**src/rtl/vend_credit_fsm.sv**
```systemverilog
// Vending credit controller: latches a product price, accumulates 5/10 coins,
// dispenses with change, and refunds on cancel or inactivity timeout.
module vend_credit_fsm #(
    parameter int TIMEOUT = 255
) (
    input  logic       clk,
    input  logic       rst_n,
    input  logic [1:0] sel,
    input  logic       coin5,
    input  logic       coin10,
    input  logic       cancel,
    output logic       z_10,
    output logic       z_15,
    output logic       z_20,
    output logic       c1_10,
    output logic       c1_15,
    output logic       c1_20,
    output logic       c2_10,
    output logic       c2_15,
    output logic       c2_20,
    output logic       busy
);

    // state    | meaning
    // IDLE     | waiting for a product select
    // COLLECT  | accumulating coins, timeout counter running
    // DISPENSE | one cycle: product plus change in credit_q
    // REFUND   | one cycle: return everything held in credit_q
    typedef enum logic [1:0] {
        S_IDLE,
        S_COLLECT,
        S_DISPENSE,
        S_REFUND
    } state_t;

    localparam int TW = (TIMEOUT > 1) ? $clog2(TIMEOUT) : 1;
    localparam logic [TW-1:0] TMO_LAST = TW'(TIMEOUT - 1);

    state_t        state_q, state_d;
    logic [1:0]    price_q, price_d;
    logic [1:0]    credit_q, credit_d;
    logic [TW-1:0] tmo_q, tmo_d;
    logic [2:0]    z_q, z_d;
    logic [2:0]    c1_q, c1_d;
    logic [2:0]    c2_q, c2_d;

    logic [2:0]    add;
    logic [2:0]    sum;
    logic [2:0]    price_u;
    logic [2:0]    grp;

    always_ff @(posedge clk or negedge rst_n) begin
        if (!rst_n) begin
            state_q  <= S_IDLE;
            price_q  <= 2'b00;
            credit_q <= 2'b00;
            tmo_q    <= '0;
            z_q      <= 3'b000;
            c1_q     <= 3'b000;
            c2_q     <= 3'b000;
        end else begin
            state_q  <= state_d;
            price_q  <= price_d;
            credit_q <= credit_d;
            tmo_q    <= tmo_d;
            z_q      <= z_d;
            c1_q     <= c1_d;
            c2_q     <= c2_d;
        end
    end

    // Credit and price are in units of 5; after payment credit_q holds the change.
    always_comb begin
        state_d  = state_q;
        price_d  = price_q;
        credit_d = credit_q;
        tmo_d    = tmo_q;
        z_d      = 3'b000;
        c1_d     = 3'b000;
        c2_d     = 3'b000;
        add      = {1'b0, coin10, coin5};
        sum      = {1'b0, credit_q} + add;
        price_u  = {1'b0, price_q} + 3'd1;
        case (price_q)
            2'b01:   grp = 3'b001;
            2'b10:   grp = 3'b010;
            2'b11:   grp = 3'b100;
            default: grp = 3'b000;
        endcase

        case (state_q)
            S_IDLE: begin
                if (sel != 2'b00) begin
                    price_d  = sel;
                    credit_d = 2'b00;
                    tmo_d    = '0;
                    state_d  = S_COLLECT;
                end
            end
            S_COLLECT: begin
                if (cancel) begin
                    state_d = S_REFUND;
                end else if (coin5 || coin10) begin
                    tmo_d = '0;
                    if (sum >= price_u) begin
                        credit_d = 2'(sum - price_u);
                        state_d  = S_DISPENSE;
                    end else begin
                        credit_d = sum[1:0];
                    end
                end else if (tmo_q == TMO_LAST) begin
                    state_d = S_REFUND;
                end else begin
                    tmo_d = tmo_q + 1'b1;
                end
            end
            S_DISPENSE, S_REFUND: begin
                if (state_q == S_DISPENSE) z_d = grp;
                c1_d    = credit_q[0] ? grp : 3'b000;
                c2_d    = credit_q[1] ? grp : 3'b000;
                state_d = S_IDLE;
            end
            default: state_d = S_IDLE;
        endcase
    end

    assign {z_20, z_15, z_10}    = z_q;
    assign {c1_20, c1_15, c1_10} = c1_q;
    assign {c2_20, c2_15, c2_10} = c2_q;
    assign busy = (state_q != S_IDLE);

endmodule

```
**config.mk**
```make
export PLATFORM = sky130hd
export DESIGN_NAME = vend_credit_fsm
export DESIGN_NICKNAME = d
export VERILOG_FILES = /design/src/rtl/vend_credit_fsm.sv
export SDC_FILE = /design/constraint.sdc
export NUM_CORES = 1
export LEC_CHECK = 0
export ABC_AREA = 0
export CORE_ASPECT_RATIO = 1.4
export CORE_MARGIN = 1.5
export CORE_UTILIZATION = 51
export CTS_BUF_LIST = sky130_fd_sc_hd__clkbuf_4 sky130_fd_sc_hd__clkbuf_8
export DETAILED_ROUTE_END_ITERATION = 10
export MAX_ROUTING_LAYER = met4
export PLACE_DENSITY_LB_ADDON = 0.12
export SLEW_MARGIN = 20
export SYNTH_ARGS = -nofsm -noshare
export SYNTH_HDL_FRONTEND = slang
export SYNTH_SLANG_ARGS = --single-unit
```
**constraint.sdc**
```tcl
create_clock -name clk -period 2.06 [get_ports clk]
set_input_delay 0.309 -clock clk [delete_from_list [all_inputs] [get_ports clk]]
set_output_delay 0.309 -clock clk [all_outputs]
set_load 0.05 [all_outputs]
```
==> out/results.tsv, run 1 <==
metric	value	unit
cts_buffer_depth	2	
final_common_cell	dfrtp_1	
grt_max_degree	16	
rsz0062_at_grt	true	
hold_buffers	0	
postLayoutSetupSlackWorst	-0.0144	ns
cp.required	2.28	ns
syn_nets	146	
regArea	576	µm²
synthesis.area	1270	µm²
drc_errors	0	
yosys.area.top_type_share	45.4	%
end_kind	register	
setup_viol	2	
critPathArrivalTime	2.30	ns
grt_pass1_wl	4690	µm
die_x	45.1	µm
synthDistinctLibCells	37	
dieArea	2800	µm²
synth_seq_cells	23	
finalHoldViolCount	0	
start_util	53.6	%
synthCells	129	
grt_overflow	0	
io_buffers	16	
finalPower	2.21	mW
die_h	62.0	µm
syn_avg_cell_area	9.83	µm²
fin_nets	182	
gp_congestion	0.858	
root_buffer	clkbuf_4	
power_density	1320	nW/µm²
drt-total-wl	2970	µm
worst_pin_slew	0.508	ns
dp.final_hpwl	2310	µm
io-pin-count	17	
fillCellCount	202	
final_cells	187	
final.period_utilization	101	%
final_cell_mix	dfrtp_1, buf_4, clkdlybuf4s50_1	
r2r_slack	-0.01	ns
multiInputGateArea	708	µm²
fin_skew	0.00206	ns
grt_pass1_vias	1110	
cts_tree	yes	
yosysWarningCount	0	
cts.sinks	23	
dp_slack	-0.448	ns
leakagePower	0.774	nW
cp-start-kind	register	
ys_seq_area_share	45.4	%
via_count	1105	
drive_gt1_share	20.7	%
r2r-start	credit_q[0]	
drt_iter0_markers	48	
insertion_delay	0.32	ns
r2r.worst_path.cells	7	
dp_cells	183	
core	2360	µm²
vias_per_cell	5.91	
min_period	2.07	ns
ir_drop	0.00111	V
hp-class	in2async	
r2r_end	state_q[1]	
final_antenna_net_count	0	
antenna_cells	0	
detailedRoute.firstPassIterationCount	4	
wl_per_cell	15.9	µm
slew_headroom	66.0	%
areaGrowthSynthToFinish	31.4	%
crit_type	reg2reg	
status	finished with violations	
ys_top_cells_by_area	dfrtp_1, ha_1, o21ai_0, nand2_1, and3_1	
cts-buffers-inserted	3	
rows	21	
grt_usage	23.9	%
fmax	0.482	GHz
drv_slew	0	
clkTransAtPathRegs	0.13	ns
violations	setup timing	
h-tree-depth	1	
cp_max_fo	3	
antenna_found_initial	0	
yosys.area.top_type	dfrtp_1	
drv_cap	0	
-- synthesized netlist by cell type --
| master | n |
|---|---|
| nand3_1 | 5 |
| nor4b_4 | 1 |
| fa_1 | 1 |
| inv_1 | 9 |
| a2111oi_0 | 1 |
| dfrtp_1 | 23 |
| a2bb2oi_1 | 1 |
| nand2b_4 | 1 |
| ha_1 | 9 |
| nor2_1 | 7 |
| and3_1 | 6 |
| a21o_1 | 1 |
| o211ai_1 | 1 |
| o21bai_1 | 1 |
| nand2_1 | 12 |
| o31ai_1 | 3 |
| buf_2 | 1 |
| o21ai_1 | 1 |
| or3_1 | 1 |
| or4b_1 | 1 |
| and2_1 | 3 |
| or4_1 | 4 |
| nand4_1 | 2 |
| a21oi_1 | 3 |
| o311a_1 | 1 |
| a211oi_1 | 1 |
| nor3_1 | 5 |
| o311ai_0 | 2 |
| o21a_1 | 1 |
| o2111ai_1 | 1 |
| a211o_1 | 1 |
| nor2b_1 | 2 |
| clkbuf_1 | 2 |
| o21ai_0 | 12 |
| and4_1 | 1 |
| nor4b_1 | 1 |
| a31oi_1 | 1 |
-- repair_timing --
item / CTS / global route
setup endpoints to repair: 4 / 4
gates cloned: 0 / 0
gates resized for setup: 5 / 8
pin swaps: 2 / 2
buffers inserted: 0 / 0
-- registers in the layout, indices dropped and copies added, names as in the netlist --
name      flops
tmo_q         8
c1_q          3
c2_q          3
z_q           3
credit_q      2
price_q       2
state_q       2
-- area by class of cell --
type | instances | area share, %
Multi-Input combinational cell | 94 | 42.5
Sequential cell | 23 | 34.6
Timing Repair Buffer | 34 | 17.5
Inverter | 9 | 2.03
Tap cell | 23 | 1.73
Clock buffer | 3 | 1.35
Clock inverter | 1 | 0.301
-- worst max path at each step --
stage | depth (start not counted) | start | endpoint | slack [ns]
6_report | 7 | credit_q[0] | state_q[1] | -0.01
3_5_place_dp | 8 | coin5 | state_q[1] | -0.45
4_1_cts | 7 | credit_q[0] | state_q[0] | -0.05
5_1_grt | 7 | credit_q[0] | state_q[1] | -0.07
2_1_floorplan | 7 | credit_q[0] | state_q[1] | 0.01
3_3_place_gp | 8 | coin5 | state_q[0] | -0.43
-- power by group --
part	leakage [nW]	switching [mW]	internal, mW	total (mW)
sequential	0.309	0.0772	0.531	0.608
combinational	0.447	0.719	0.664	1.38
clock	0.0177	0.142	0.0729	0.215
-- metal layers --
layer / wire (µm) / share of wire [%] / vias up / global-route usage, %
met5: 0 / 0 / - / -
met4: 112 / 3.8 / 0 / 13.9
met3: 63 / 2.1 / 11 / 2.89
met2: 1650 / 56 / 25 / 41.4
met1: 1140 / 39 / 523 / 25.9
li1: - / - / 546 / -
-- kinds of logic after synthesis --
| family | Yosys count | share of synthesized area (%) |
|---|---|---|
| buffers and inverters | 12 | 3.65 |
| AND/OR/NAND/NOR | 52 | 24.0 |
| flip-flops | 23 | 45.4 |
| adder cells (fa/ha/maj) | 10 | 10.5 |
| AO/OA/AOI/OAI | 32 | 16.5 |
-- per-stage QoR --
step | TNS (ns) | utilization (%) | instance area (µm²) | hold WS (ns)
final | -0.0175 | 70.4 | 1670 | 0.270
after global routing | -0.160 | 70.4 | 1670 | 0.297
after CTS | -0.0826 | 68.9 | 1630 | 0.276
after detailed placement | -1.80 | 66.8 | 1580 | 0.498
after global placement | -1.50 | 66.8 | 1580 | 0.507
after floorplan | 0 | - | 1270 | 0.0134
-- critical path: stages (launching register included) --
cell and delay [ns]:
dfrtp_1 0.43, ha_2 0.19, fa_2 0.45, ha_4 0.19, a21oi_4 0.17, o21a_1 0.20
nor2_1 0.06, o311a_1 0.28
No activity file was read; power rests on OpenSTA's default activity.
==> run 2, diff against run 1 <==
--- a/config.mk
+++ b/config.mk
@@ -11,7 +11,6 @@
 export CORE_UTILIZATION = 51
 export CTS_BUF_LIST = sky130_fd_sc_hd__clkbuf_4 sky130_fd_sc_hd__clkbuf_8
 export DETAILED_ROUTE_END_ITERATION = 10
-export MAX_ROUTING_LAYER = met4
 export PLACE_DENSITY_LB_ADDON = 0.12
 export SLEW_MARGIN = 20
 export SYNTH_ARGS = -nofsm -noshare
==> run 2 against run 1 <==
Net effect:
- critical endpoint unchanged
- the flow still finishes with violations (setup timing)
- register-to-register slack is essentially flat
- sequential power is essentially flat
- sequential share of layout area is the same
- critical path depth is the same
- worst hold slack lost 0.0034 ns
- first-iteration DRC count shrank 2.1%
- routed wire length shrank 0.17%
- highest routed layer unchanged
- clock skew is essentially flat
==> out/results.tsv, run 2 (synthesized netlist as in run 1, its figures left out) <==
metric	value	unit	change
status	finished with violations		unchanged
violations	setup timing		unchanged
max_stage_delay	0.45	ns	about the same
core	2360	µm²	unchanged
io_buffers	16		unchanged
leakagePower	0.774	nW	unchanged
fmax	0.483	GHz	was 0.482 GHz
cp.required	2.29	ns	was 2.28 ns
gp_congestion	0.845		was 0.858
areaGrowthSynthToFinish	31.4	%	unchanged
power_density	1330	nW/µm²	was 1320 nW/µm²
cts-buffers-inserted	3		unchanged
setup_viol	2		unchanged
wl_per_cell	15.8	µm	was 15.9 µm
drv_slew	0		unchanged
final_common_cell	dfrtp_1		unchanged
drive_gt1_share	20.7	%	unchanged
postPlaceCellArea	1580	µm²	unchanged
final_cell_mix	dfrtp_1, buf_4, clkdlybuf4s50_1		unchanged
top_register	tmo_q		unchanged
die_h	62.0	µm	unchanged
root_buffer	clkbuf_4		unchanged
final_cells	187		unchanged
drv_cap	0		unchanged
crit_type	reg2reg		unchanged
cp_max_fo	3		unchanged
rows	21		unchanged
cp-start-kind	register		unchanged
drt-total-wl	2960	µm	was 2970 µm
critPathArrivalTime	2.30	ns	about the same
detailedRoute.firstPassIterationCount	4		unchanged
end_kind	register		unchanged
drt_iter0_markers	47		was 48
hold_buffers	0		unchanged
grt_pass1_vias	1107		was 1,110
drc_errors	0		unchanged
grt_overflow	0		unchanged
final.period_utilization	101	%	about the same
vias_per_cell	5.81		was 5.91
fin_skew	0.00172	ns	was 0.00206 ns
rsz0062_at_grt	true		unchanged
dp_cells	183		unchanged
antenna_cells	0		unchanged
fin_nets	182		unchanged
grt_usage	23.3	%	was 23.9%
cts_buffer_depth	2		unchanged
dieArea	2800	µm²	unchanged
finalHoldViolCount	0		unchanged
cp_slowest_cell	fa_2		unchanged
start_util	53.6	%	unchanged
antenna_found_initial	0		unchanged
cts_tree	yes		unchanged
final_antenna_net_count	0		unchanged
worst_pin_slew	0.508	ns	unchanged
slew_headroom	66.0	%	unchanged
hp-class	in2async		unchanged
io-pin-count	17		unchanged
via_count	1086		was 1,105
dp.final_hpwl	2310	µm	unchanged
path_cells	ha_2, fa_2, ha_4, a21oi_4, o21a_1, nor2_1, o311a_1		unchanged
cts.sinks	23		unchanged
postLayoutSetupSlackWorst	-0.0121	ns	was -0.0144 ns
fin_area	1670	µm²	unchanged
fin_util	70.4	%	unchanged
insertion_delay	0.32	ns	about the same
h-tree-depth	1		unchanged
grt_pass1_wl	4710	µm	was 4690 µm
largest_reg_flops	8		unchanged
ir_drop	0.00112	V	was 0.00111 V
grt_max_degree	16		unchanged
clkTransAtPathRegs	0.13	ns	about the same
die_x	45.1	µm	unchanged
min_period	2.07	ns	about the same
## run 2: cell type report
type	instances	area [µm²]
Inverter	9	33.8
Sequential cell	23	576
Tap cell	23	28.8
Fill cell	202	699
Timing Repair Buffer	34	292
Clock inverter	1	5.00
Multi-Input combinational cell	94	708
Clock buffer	3	22.5
## run 2: timing repair
item | 4_1_cts | 5_1_grt
endpoints found under the hold margin | 0 | 0
endpoints found under the setup margin | 4 | 4
pin swaps | 2 | 2
resized for setup | 5 | 8
setup buffers | 0 | 0
## run 2: path summary, 6_finish.rpt
check / start / end / slack (ns) / cells past startpoint
min in group clk: tmo_q[6] / tmo_q[6] / 0.53 / 1
min reg2reg: tmo_q[6] / tmo_q[6] / 0.53 / 1
max in group asynchronous: rst_n / credit_q[1] / 1.26 / 2
max: credit_q[0] / state_q[1] / -0.01 / 7
max reg2reg: credit_q[0] / state_q[1] / -0.01 / 7
min: rst_n / tmo_q[4] / 0.27 / 1
## run 2: per-stage QoR
stage / hold WS [ns] / setup WS (ns) / power [mW] / TNS [ns]
2_1_floorplan: 0.0134 / 0.0129 / 1.34 / 0
3_3_place_gp: 0.507 / -0.435 / 1.72 / -1.50
3_5_place_dp: 0.498 / -0.448 / 1.76 / -1.80
4_1_cts: 0.276 / -0.0458 / 2.03 / -0.0826
5_1_grt: 0.297 / -0.0665 / 2.35 / -0.169
6_report: 0.267 / -0.0121 / 2.21 / -0.0193
## run 2: where the power goes
group	internal [mW]	switching [mW]	leakage, nW	total, mW
combinational	0.664	0.721	0.447	1.38
clock	0.0729	0.144	0.0177	0.217
sequential	0.531	0.0772	0.309	0.608
total	1.27	0.942	0.774	2.21
## run 2: per-layer routing
metal | GRT usage [%] | wire (µm) | up-vias | share of wire, %
met5 | 0 | 0 | - | 0
met3 | 2.89 | 78 | 9 | 2.6
met4 | 13.9 | 88 | 0 | 3.0
li1 | - | - | 544 | -
met2 | 41.6 | 1640 | 27 | 55
met1 | 25.9 | 1150 | 506 | 39
## run 2: worst max-delay path: cells and delay by family, from the launching register on
kind | cells | cell delay, ns
AOI/OAI and AO/OA | 3 | 0.65
DFF | 1 | 0.43
and+or+nand+nor | 1 | 0.06
adders and majority gates | 3 | 0.83
==> run 3, diff against run 2 <==
--- a/config.mk
+++ b/config.mk
@@ -16,3 +16,4 @@
 export SYNTH_ARGS = -nofsm -noshare
 export SYNTH_HDL_FRONTEND = slang
 export SYNTH_SLANG_ARGS = --single-unit
+export TNS_END_PERCENT = 10
==> run 3 against run 2 <==
Net effect:
- the flow still finishes with violations (setup timing)
- largest power group unchanged
- sequential share of layout area grew 0.31 points
- clock power barely moved
- cell count unchanged
- worst hold slack better by 0.0064 ns
- core utilization shrank 0.63 points
- global-route usage stayed put
- sequential cell count unchanged
- die area is the same
==> out/results.tsv, run 3 (synthesized netlist as in run 1, its figures left out) <==
metric	value	unit	change
drive_gt1_share	18.9	%	was 20.7%
vias_per_cell	5.86		was 5.81
use_met2	41.6	%	unchanged
hp-class	in2async		unchanged
grt-busiest-layer	met2		unchanged
clkTransAtPathRegs	0.13	ns	about the same
critPathArrivalTime	2.29	ns	was 2.30 ns
largest_reg_flops	8		unchanged
r2r_end	credit_q[0]		was state_q[1]
dp.final_hpwl	2310	µm	unchanged
min_period	2.09	ns	was 2.07 ns
fin_area	1650	µm²	was 1670 µm²
root_buffer	clkbuf_4		unchanged
drt-total-wl	2990	µm	was 2960 µm
leakagePower	0.767	nW	was 0.774 nW
via_count	1096		was 1,086
cp.required	2.26	ns	was 2.29 ns
postLayoutSetupSlackWorst	-0.0250	ns	was -0.0121 ns
rsz0062_at_grt	true		unchanged
drt_iter0_markers	29		was 47
drv_cap	0		unchanged
power_density	1300	nW/µm²	was 1330 nW/µm²
cp-start-kind	register		unchanged
finalHoldViolCount	0		unchanged
fin_tns_setup	-0.0329	ns	was -0.0193 ns
start_util	53.6	%	unchanged
grt_overflow	0		unchanged
crit_type	reg2reg		unchanged
whs	0.273	ns	was 0.267 ns
core	2360	µm²	unchanged
drv_slew	0		unchanged
cts.sinks	23		unchanged
rows	21		unchanged
final_cell_mix	dfrtp_1, buf_4, clkdlybuf4s50_1		unchanged
antenna_cells	0		unchanged
status	finished with violations		unchanged
grt_pass1_vias	1107		unchanged
cts_tree	yes		unchanged
final_cells	187		unchanged
final_antenna_net_count	0		unchanged
r2r.worst_path.cells	7		unchanged
cts-buffers-inserted	3		unchanged
drc_errors	0		unchanged
grt_max_degree	16		unchanged
areaGrowthSynthToFinish	30.2	%	was 31.4%
grt_usage	23.3	%	unchanged
io_buffers	16		unchanged
io-pin-count	17		unchanged
dp_slack	-0.448	ns	unchanged
insertion_delay	0.32	ns	about the same
wl_per_cell	16.0	µm	was 15.8 µm
violations	setup timing		unchanged
fin_skew	0.00212	ns	was 0.00172 ns
setup_viol	2		unchanged
worst_pin_slew	0.508	ns	about the same
dp_cells	183		unchanged
final_common_cell	dfrtp_1		unchanged
fin_nets	182		unchanged
die_h	62.0	µm	unchanged
fin_util	69.8	%	was 70.4%
dieArea	2800	µm²	unchanged
final.period_utilization	101	%	about the same
grtUsageMet1	25.9	%	unchanged
postPlaceCellArea	1580	µm²	unchanged
r2r-start	credit_q[0]		unchanged
cts_buffer_depth	2		unchanged
die_x	45.1	µm	unchanged
antenna_found_initial	0		unchanged
detailedRoute.firstPassIterationCount	4		unchanged
end_kind	register		unchanged
grt_pass1_wl	4710	µm	unchanged
fmax	0.480	GHz	was 0.483 GHz
cp_max_fo	3		unchanged
use_met3	2.89	%	unchanged
slew_headroom	66.0	%	about the same
h-tree-depth	1		unchanged
hold_buffers	0		unchanged
gp_congestion	0.845		unchanged
ir_drop	0.000932	V	was 0.00112 V
finalPower	2.14	mW	was 2.21 mW
top_register	tmo_q		unchanged
r2r_slack	-0.03	ns	was -0.01 ns
==> run 3: layout make-up <==
type                       count  area [µm²]
fill                         203         714
inverter                       9        33.8
sequential                    23         576
multi-input combinational     94         693
timing repair buffer          34         292
clock inverter                 1        5.00
clock buffer                   3        22.5
tap                           23        28.8
==> run 3: timing repair <==
action                                  CTS  global route
endpoints found under the setup margin    4             4
gates resized for setup                   5             4
pin swaps                                 2             1
endpoints found under the hold margin     0             0
buffers inserted                          0             0
==> run 3: where the power goes <==
group	internal, mW	switching [mW]	leakage [nW]	total (mW)
Clock	0.0729	0.141	0.0177	0.214
Sequential	0.531	0.0776	0.309	0.608
Combinational	0.613	0.702	0.439	1.31
==> run 3: worst max-delay path by stage <==
| stage | start | endpoint | slack (ns) | cells after the start |
|---|---|---|---|---|
| global route | credit_q[0] | credit_q[0] | -0.09 | 7 |
| detailed placement | coin5 | state_q[1] | -0.45 | 8 |
| CTS | credit_q[0] | state_q[0] | -0.05 | 7 |
| global placement | coin5 | state_q[0] | -0.43 | 8 |
| floorplan | credit_q[0] | state_q[1] | 0.01 | 7 |
| finish | credit_q[0] | credit_q[0] | -0.03 | 7 |
==> run 3: critical path, cell delays in order, from the launching register on <==
cell and delay [ns]:
dfrtp_1 0.43, ha_2 0.19, fa_2 0.56, ha_4 0.21, nor2b_1 0.14, nor3_1 0.14, a2bb2oi_1 0.20, o21ai_1 0.11
==> run 3: per-layer routing <==
metal	vias to the layer above	routed length, µm
li1	546	-
met1	518	1180
met2	23	1650
met3	9	62
met4	0	88
met5	-	0
==> RTL edit: new RTL, config.mk and constraints of run 3 <==
Encoding of `state_t`: now one-hot (4 bits for 4 states).
--- a/src/rtl/vend_credit_fsm.sv
+++ b/src/rtl/vend_credit_fsm.sv
@@ -26,11 +26,11 @@
     // COLLECT  | accumulating coins, timeout counter running
     // DISPENSE | one cycle: product plus change in credit_q
     // REFUND   | one cycle: return everything held in credit_q
-    typedef enum logic [1:0] {
-        S_IDLE,
-        S_COLLECT,
-        S_DISPENSE,
-        S_REFUND
+    typedef enum logic [3:0] {
+        S_IDLE     = 4'b0001,
+        S_COLLECT  = 4'b0010,
+        S_DISPENSE = 4'b0100,
+        S_REFUND   = 4'b1000
     } state_t;
 
     localparam int TW = (TIMEOUT > 1) ? $clog2(TIMEOUT) : 1;
Check against the original RTL: same outputs for any inputs over 10 cycles, from zero or initial values and one cycle with rst_n low; not proved beyond that.
==> RTL edit against run 3 <==
The run still ends with setup timing left. Wire length decreased by 1.6%. Combinational power up 8%. Sequential cell count grew 2. Area after synthesis is 4.7% higher. Setup slack better by 19 ps. Design area increased by 5.4%. Worst hold slack better by 72 ps. Global-route usage is 0.24 points lower. Non-clock buffer count grew 2. Total power grew 7.2%. Maximum frequency is 0.91% higher. First-iteration DRC count down 21%. Sequential power is 6.4% higher. Critical endpoint is now credit_q[1]$_DFFE_PN0P_. Largest power group unchanged. Highest routed layer unchanged.
==> RTL edit: results (changes against run 3) <==
placed cell areas 1680 um^2 (+6.2%); Setup Skew 4.69 ps (+2.57 ps); Signal buf overhead 0.176 (-0.000391); comb pwr 1.41 mW (+8%); largest net degree at the start of global routing 26 (+10); clock network share of area 0.0173 (+0.000587); post-synthesis compound-gate area fraction 0.156 (-0.00934); final RePlAce weighted congestion 0.821 (-2.9%); pre-CTS WS -517 ps (-69.1 ps); CTS Sinks 25 (+8.7%); Final nets 188 (+3.3%); RR Endpoint credit_q[1]$_DFFE_PN0P_; DR WL/cell 14.4 um (-9.8%); Cell variety after synth 36 (-2.7%); setup TNS -6.34 ps (+26.6 ps); Cells after Synth 130 (+0.78%); run status complete, but fails checks; Final Setup Violations 1 (-1); Iter 0 DRT Violations 23 (-21%); PwrDens 1320 nW/um^2 (+1.8%); Worst EP arrival 2320 ps (+30 ps); Seq/total area 0.360 (+0.0117); clock buffer count 4 (+1); Post-Synth XOR/XNOR Area 0.0198 (+0.0198); Synth Area in Adders 0.0999 (-0.00473); WHS 345 ps (+72.1 ps); Final WS setup -6.34 ps (+18.7 ps); P_leak 0.821 nW (+7.2%); first-pass GRT wire length 5.07 mm (+7.8%); worst slew pin tran 491 ps (-17.6 ps); non-clock buffer count 36 (+5.9%); Fillers 188 (-7.4%); largest cells by area after synthesis dfrtp_1 (45%), ha_1 (8.5%), nor2_1 (3.4%); non-filler cells, final 204 (+9.1%); layout cells sized above 1 0.229 (+0.0404); Post-synth top cells dfrtp_1 (24), nor2_1 (12), ha_1 (9); Clk pwr share 0.103 (+0.003); Max VDD drop 0.000713 V (-24%); Seq/Total Area, Yosys 0.472 (+0.0181); DP Wirelength 2.30 mm (-0.24%); fraction of area in multi-input gates 0.406 (-0.0135); comb_multi_in 98 (+4.3%); Logic inverters 7 (-2); GRT Overall Usage 0.230 (-0.00236); Sw Share 0.410 (-0.0207); failing checks setup timing; syn_nets 147 (+0.68%)
[RTL edit: cell types whose count changed after synthesis, moves of 3 or more]
| cell | run 3 | this run |
|---|---|---|
| o2bb2ai_1 | 0 | 3 |
| nor4_1 | 0 | 3 |
| nand2_1 | 12 | 4 |
| nor2_1 | 7 | 12 |
| nand2b_1 | 0 | 3 |
| xnor2_1 | 0 | 3 |
| or4_1 | 4 | 0 |
| and2_1 | 3 | 6 |
| o21ai_0 | 12 | 6 |
| a21oi_1 | 3 | 8 |
[RTL edit: layer usage]
layer | track usage | wire (um) | vias to the layer above
li1 | - | - | 553
met5 | 0 | 0 | -
met2 | 0.420 | 1650 | 32
met3 | 0.0344 | 80 | 15
met4 | 0.107 | 119 | 0
met1 | 0.237 | 1090 | 562
[RTL edit: what timing repair did]
item | 4_1_cts | 5_1_grt
endpoints found under the setup margin | 4 | 4
buffers inserted | 0 | 0
hold buffers | 0 | 0
gates resized for setup | 7 | 2
pin swaps | 5 | 4
